$ cat src/rtl/pcie_dllp_tx_framer.sv
// Transmit-side DLLP framer: hands the 4-byte body to the CRC stage, waits a fixed
// latency for the CRC, then serialises SDP, body, CRC and END toward the 8b/10b encoder.
module pcie_dllp_tx_framer #(
    parameter int unsigned CRC_LAT    = 1,
    parameter bit          CRC_INVERT = 1'b1,
    parameter logic [7:0]  SDP_SYM    = 8'h5C,
    parameter logic [7:0]  END_SYM    = 8'hFD
) (
    input  logic        clk,
    input  logic        reset,
    input  logic        req_valid,
    output logic        req_ready,
    input  logic [31:0] req_dllp,
    output logic        crc_fd,
    output logic        crc_nd,
    output logic [31:0] crc_d,
    input  logic [15:0] crc_c,
    output logic [7:0]  tx_data,
    output logic        tx_k,
    output logic        tx_valid,
    input  logic        tx_ready,
    output logic        frame_done,
    output logic [15:0] frames_sent
);

    localparam logic [2:0] LAT = 3'(CRC_LAT);

    typedef enum logic [1:0] {
        IDLE = 2'd0,
        CRC  = 2'd1,
        SEND = 2'd2
    } state_t;

    state_t      r_state;
    state_t      w_state_nxt;
    logic [31:0] r_body;
    logic [15:0] r_crc;
    logic [2:0]  r_wait;
    logic [2:0]  r_idx;
    logic        r_crc_nd;
    logic [31:0] r_crc_d;
    logic        r_frame_done;
    logic [15:0] r_frames_sent;

    logic        w_accept;
    logic        w_crc_hit;
    logic        w_tx_fire;
    logic        w_last;
    logic [15:0] w_crc_cap;
    logic [7:0]  w_tx_data;
    logic        w_tx_k;

    always_ff @(posedge clk or negedge reset) begin
        if (!reset) begin
            r_state <= IDLE;
        end else begin
            r_state <= w_state_nxt;
        end
    end

    always_comb begin
        w_state_nxt = r_state;
        w_accept    = 1'b0;
        w_crc_hit   = 1'b0;
        w_tx_fire   = 1'b0;
        w_last      = 1'b0;
        case (r_state)
            IDLE: begin
                if (req_valid) begin
                    w_accept    = 1'b1;
                    w_state_nxt = CRC;
                end
            end
            CRC: begin
                if (r_wait == LAT) begin
                    w_crc_hit   = 1'b1;
                    w_state_nxt = SEND;
                end
            end
            SEND: begin
                if (tx_ready) begin
                    w_tx_fire = 1'b1;
                    if (r_idx == 3'd7) begin
                        w_last      = 1'b1;
                        w_state_nxt = IDLE;
                    end
                end
            end
            default: w_state_nxt = IDLE;
        endcase
    end

    assign w_crc_cap = CRC_INVERT ? ~crc_c : crc_c;

    // CRC result is sampled purely by cycle count; the CRC stage has no ready handshake.
    always_ff @(posedge clk or negedge reset) begin
        if (!reset) begin
            r_body        <= '0;
            r_crc         <= '0;
            r_wait        <= '0;
            r_idx         <= '0;
            r_crc_nd      <= 1'b0;
            r_crc_d       <= '0;
            r_frame_done  <= 1'b0;
            r_frames_sent <= '0;
        end else begin
            r_crc_nd     <= w_accept;
            r_frame_done <= w_last;
            if (w_accept) begin
                r_body  <= req_dllp;
                r_crc_d <= req_dllp;
                r_wait  <= '0;
            end else if (r_state == CRC && !w_crc_hit) begin
                r_wait <= r_wait + 3'd1;
            end
            if (w_crc_hit) begin
                r_crc <= w_crc_cap;
                r_idx <= '0;
            end else if (w_tx_fire) begin
                r_idx <= r_idx + 3'd1;
            end
            if (w_last) begin
                r_frames_sent <= r_frames_sent + 16'd1;
            end
        end
    end

    always_comb begin
        w_tx_data = 8'h00;
        w_tx_k    = 1'b0;
        if (r_state == SEND) begin
            case (r_idx)
                3'd0: begin
                    w_tx_data = SDP_SYM;
                    w_tx_k    = 1'b1;
                end
                3'd1: w_tx_data = r_body[31:24];
                3'd2: w_tx_data = r_body[23:16];
                3'd3: w_tx_data = r_body[15:8];
                3'd4: w_tx_data = r_body[7:0];
                3'd5: w_tx_data = r_crc[15:8];
                3'd6: w_tx_data = r_crc[7:0];
                default: begin
                    w_tx_data = END_SYM;
                    w_tx_k    = 1'b1;
                end
            endcase
        end
    end

    // Symbol outputs decode registered state only, so they stay stable across stalls.
    assign req_ready   = (r_state == IDLE);
    assign crc_nd      = r_crc_nd;
    assign crc_fd      = r_crc_nd;
    assign crc_d       = r_crc_d;
    assign tx_valid    = (r_state == SEND);
    assign tx_data     = w_tx_data;
    assign tx_k        = w_tx_k;
    assign frame_done  = r_frame_done;
    assign frames_sent = r_frames_sent;

endmodule

$ cat config.mk
export PLATFORM = sky130hd
export DESIGN_NAME = pcie_dllp_tx_framer
export DESIGN_NICKNAME = d
export VERILOG_FILES = /design/src/rtl/pcie_dllp_tx_framer.sv
export SDC_FILE = /design/constraint.sdc
export NUM_CORES = 1
export LEC_CHECK = 0
export CAP_MARGIN = 10
export CORE_UTILIZATION = 41
export CTS_CLUSTER_DIAMETER = 150
export CTS_CLUSTER_SIZE = 30
export DETAILED_ROUTE_END_ITERATION = 6
export PLACE_DENSITY = 0.76
export SLEW_MARGIN = 20
export SYNTH_ARGS = -nofsm -noshare
export SYNTH_HDL_FRONTEND = slang
export SYNTH_SLANG_ARGS = --single-unit
$ cat constraint.sdc
create_clock -name clk -period 1.99 [get_ports clk]
set_input_delay 0.398 -clock clk [delete_from_list [all_inputs] [get_ports clk]]
set_output_delay 0.398 -clock clk [all_outputs]
set_load 0.01 [all_outputs]
==> flow_metrics.tcl <==
set metrics [dict create \
    status "finished with violations" \
    violations "negative setup slack" \
    p_leak_nw 2.24 \
    drt_wl_total_um 8450 \
    p_comb_share_pct 47.3 \
    die_w_um 93.7 \
    ys_ff_latch 74 \
    dp_hpwl_um 6190 \
    syn_nets 354 \
    r2r_cells 7 \
    die_area_um2 8770 \
    power_frac_seq_pct 36.2 \
    clock_skew_ns 0.0114 \
    setup_slack_ns -0.496 \
    track_usage_pct 19.9 \
    synthFlopType "dfrtp_1" \
    setup_viol 9 \
    rrSetupSlack_ns 0.15 \
    antenna_found_initial 0 \
    timing.hold.ws_ns 0.476 \
    grt.overflow.total 0 \
    slew_violations 0 \
    max_cap_violations 0 \
    grt_pass1_wl_um 13300 \
    crit_path_start_kind "flip-flop" \
    die_height_um 93.7 \
    drtAntennaViolNets 0 \
    core_um2 8180 \
    worst_slew_pin_slew_ns 0.330 \
    synth_area_per_cell_um2 11.8 \
    synth_area_um2 3440 \
    clkPwrFrac_pct 16.5 \
    p_sw_w 0.00241 \
    drive_gt1_share_pct 28.4 \
    path_class "reg -> out" \
    crit_start "r_idx[1]$_DFFE_PN0P_" \
    syn_inst 293 \
    wl_per_cell_um 15.7 \
    max_freq_ghz 0.402 \
    endpoint_kind "primary output" \
    final_util_pct 63.5 \
    synth_seq_area_share_pct 53.8 \
    intPower_w 0.00453 \
    cp-endpoint "tx_data[6]" \
    rsz0062_at_grt "true" \
    htree_num_levels 3 \
    area_growth_pct 50.6 \
    pwr_density_cell_nw_per_um2 1340 \
    insertion_delay_ns 0.34 \
    period_needed_ns 2.49 \
    final_nets 490 \
    clk_path_buf_depth 2 \
    grt_max_degree 38 \
    dr.pass1.iters 4 \
    yosys_warnings 0 \
    finalCritPeriodShare_pct 125 \
    drt_first_iter_violations 134 \
    numCtsBuffers 9 \
    required_ns 1.59 \
    io_buffers 113 \
    grt_pass1_vias 2748 \
    vias 2731 \
    swShare_pct 34.7 \
    diodes 0 \
    min_path_type "in -> async" \
    start_util_pct 42.1 \
    worstPathMaxFanout 4 \
    ios 114 \
    clkSlewWorstSetupHoldPaths_ns 0.08 \
    cp.arrival_ns 2.09 \
    hold_viol 0 \
    place_congestion 0.792 \
    synth-edff-count 0 \
    power_w 0.00695 \
    fp-row-count 33 \
    cts_tree "built" \
    route.detailed.drc 0 \
    clkSinkCount 74 \
    relSlewSlack_pct 77.8 \
    viasPerCell 5.08 \
    async_flop_share_pct 100 \
    peakVddDrop_uv 767 \
    cts-root-buf "clkbuf_8" \
    r2r-start "r_idx[1]$_DFFE_PN0P_" \
    timing.rr.end "frames_sent[13]$_DFFE_PN0P_" \
    synth_cell_types 39 \
]
[timing repair]
action                                 4_1_cts  5_1_grt
pin swaps                                    2        6
setup endpoints to repair                   10       11
endpoints found under the hold margin       20        0
resized for setup                           53       14
setup buffers                                1        0
hold buffers                                 1        0
[cell usage in the layout, fill, tap and decap left out, types with 5 or more instances in the layout]
cell	n
mux2_2	42
nor2_1	9
dfrtp_1	72
buf_6	8
xor2_1	7
buf_2	5
a21oi_1	6
and3_1	6
clkbuf_8	10
o21ai_0	21
nand2_1	39
nand3_1	7
buf_4	24
xnor2_1	10
clkdlybuf4s50_1	101
[metal layers]
metal	track usage, %	wire length, µm
met5	0	0
met4	6.92	104
met3	4.61	477
met2	32.0	4020
met1	26.4	3840
[power by group through the flow]
stage | Sequential, W | Clock [W] | Combinational (W)
finish | 0.00252 | 0.00114 | 0.00329
global route | 0.00259 | 0.00123 | 0.00356
CTS | 0.00250 | 0.00118 | 0.00321
detailed placement | 0.00252 | 0 | 0.00311
global placement | 0.00250 | 0 | 0.00305
floorplan | 0.00258 | 0 | 0.00152
[how the worst min path moves through the flow]
stage / start / to / depth (start not counted)
3_5_place_dp: reset / frames_sent[4]$_DFFE_PN0P_ / 1
5_1_grt: reset / frames_sent[6]$_DFFE_PN0P_ / 2
6_report: reset / frames_sent[6]$_DFFE_PN0P_ / 2
3_3_place_gp: reset / frames_sent[5]$_DFFE_PN0P_ / 1
4_1_cts: reset / frames_sent[4]$_DFFE_PN0P_ / 2
2_1_floorplan: reset / crc_d[0]$_DFFE_PN0P_ / 0
[cells in the mapped netlist, types with 2 or more instances]
cell / instances / area [µm²]
dfrtp_1: 74 / 1850
mux2_2: 42 / 473
nand2_1: 39 / 146
o21ai_0: 22 / 110
xnor2_1: 10 / 87.6
ha_1: 9 / 113
nor2_1: 9 / 33.8
a21oi_1: 8 / 40.0
nand3_1: 7 / 35.0
xor2_1: 7 / 61.3
and3_1: 6 / 37.5
buf_2: 6 / 30.0
buf_6: 5 / 56.3
clkbuf_1: 5 / 18.8
a31oi_1: 4 / 25.0
a32o_1: 4 / 40.0
inv_1: 4 / 15.0
nand2b_1: 4 / 25.0
and2_1: 3 / 18.8
nand4_1: 3 / 18.8
a221o_1: 2 / 20.0
buf_4: 2 / 15.0
mux2_1: 2 / 22.5
[kinds of logic (layout without fill, tap and decap cells)]
logic type / after synthesis / after routing / synth area share (%)
buffers and inverters: 23 / 163 / 4.03
xor gates and xnor gates: 17 / 17 / 4.32
muxes: 44 / 44 / 14.4
and+or+nand+nor: 78 / 78 / 11.0
DFF: 74 / 74 / 53.8
adders and majority gates: 9 / 9 / 3.27
AOI/OAI and AO/OA: 48 / 48 / 9.23
[through the flow]
step / worst slack (ns) / instances / area [µm²] / setup TNS [ns]
3_3_place_gp: -0.548 / 521 / 4880 / -4.17
6_report: -0.496 / 538 / 5190 / -3.89
5_1_grt: -0.530 / 538 / 5190 / -4.41
2_1_floorplan: -0.0823 / 293 / 3530 / -0.258
3_5_place_dp: -0.571 / 521 / 4880 / -4.50
4_1_cts: -0.487 / 538 / 5120 / -3.86
[state kept, by name, summed over array words and instances (netlist names)]
register,flops
crc_fd,1
crc_d,32
frames_sent,16
r_state,2
r_crc,16
r_idx,3
r_wait,3
frame_done,1
[area by class of cell]
type | instances | area [µm²]
clock buffers | 10 | 138
clock inverters | 5 | 55.1
flip-flops and latches | 74 | 1850
inverters | 5 | 21.3
repair buffers | 143 | 1380
well taps | 105 | 131
multi-input cells | 196 | 1610
fillers | 646 | 2990
[critical path, stage by stage (launching register included)]
cell	delay (ns)
dfrtp_2	0.45
inv_2	0.08
ha_2	0.19
or4_4	0.56
buf_4	0.16
a41oi_4	0.19
buf_6	0.13
Power figures use the tool's default switching activity.
==> patch (config.mk and constraints unchanged) <==
`CRC_INVERT`: 1'b1 -> 1'b0.
--- a/src/rtl/pcie_dllp_tx_framer.sv
+++ b/src/rtl/pcie_dllp_tx_framer.sv
@@ -2,7 +2,7 @@
 // latency for the CRC, then serialises SDP, body, CRC and END toward the 8b/10b encoder.
 module pcie_dllp_tx_framer #(
     parameter int unsigned CRC_LAT    = 1,
-    parameter bit          CRC_INVERT = 1'b1,
+    parameter bit          CRC_INVERT = 1'b0,
     parameter logic [7:0]  SDP_SYM    = 8'h5C,
     parameter logic [7:0]  END_SYM    = 8'hFD
 ) (
Formal check against the unedited RTL: not equivalent (Yosys sat finds a counterexample within 10 cycles, from zero or initial values and one cycle with reset low).
==> patch against the original RTL <==
- the flow still finishes with violations (negative setup slack)
- area after synthesis up 3.1%
- sequential cell count unchanged
- clock power is 15% higher
- count of clock-buffer cells in the layout fell by 1
- cell area rose by 1.9%
- setup slack better by 5.2 ps
- core utilization rose by 0.26 points
- wire length rose by 3.4%
- highest routed layer unchanged
- largest power group unchanged
- total power is 6.0% higher
==> patch: results (changes against the original RTL) <==
met2 global-route usage=32.98% (+0.93 points); Worst Max-Slew Pin Slew=497.0 ps (+167.4 ps); largest net degree at the start of global routing=39 (+2.6%); Comb. pwr=3510 uW (+6.7%); final net count=471 (-3.9%); R2R Setup Slk=100 ps (-50 ps); met2 WL=4.285 mm (+6.5%); CP max FO=3 (-1); DP Area=5027 um2 (+2.9%); R2R Path Start=r_idx[2]$_DFFE_PN0P_; GR Util met1=24.96% (-1.4 points); setup ws final=-490.9 ps (+5.180 ps); Post-synth top cells=74 x dfrtp_1, 32 x mux2_2, 25 x mux2_4; status=complete, but fails checks; Synth Area per Inst=13.40 um2 (+14%); DP Wirelength=6.443 mm (+4.1%); Post-Route WL=8.739 mm (+3.4%); final setup vio count=9 (unchanged); met3 Track Usage GR=5.343% (+0.73 points); Crit-path slowest cell=dfrtp_1; synth top area cells=dfrtp_1 52%, mux2_4 11%, mux2_2 10%, ha_1 3.2%, xnor2_1 3.0%; drt first pass iters=5 (+1); routed vias=2653 (-2.9%); GRT Overall Usage=19.77% (-0.14 points); failing checks=negative setup slack; Reg area=1852 um2 (-0.13%); Iter 0 DRT Violations=108 (-19%); layout cells sized above 1=34.70% (+6.3 points); Met1 Wirelength=3.884 mm (+1.0%)
-- patch: cell types whose count changed after synthesis, moves of 3 or more --
cell / unedited run / this run
nand2_1: 39 / 18
and3_1: 6 / 3
a222oi_1: 1 / 5
mux2_2: 42 / 32
mux2_4: 0 / 25
a21oi_1: 8 / 11
a221oi_1: 1 / 4
nor2_1: 9 / 6
nand4_1: 3 / 0
o21ai_0: 22 / 0
-- patch: cells by family after synthesis --
| kind of cell | after synthesis | share of synthesized area, % |
|---|---|---|
| multiplexers | 59 | 21.35 |
| AND/OR/NAND/NOR | 54 | 8.911 |
| buffers and inverters | 20 | 3.628 |
| flip-flops | 74 | 52.13 |
| XOR/XNOR | 17 | 4.192 |
| AO/OA/AOI/OAI | 32 | 6.622 |
| adder cells (fa/ha/maj) | 9 | 3.170 |
-- patch: area by class of cell --
type	count	area share, %
clock buffer	9	2.343
clock inverter	7	1.917
inverter	6	0.4259
multi-input combinational	171	31.33
sequential	74	35.02
tap	105	2.485
timing repair buffer	148	26.48
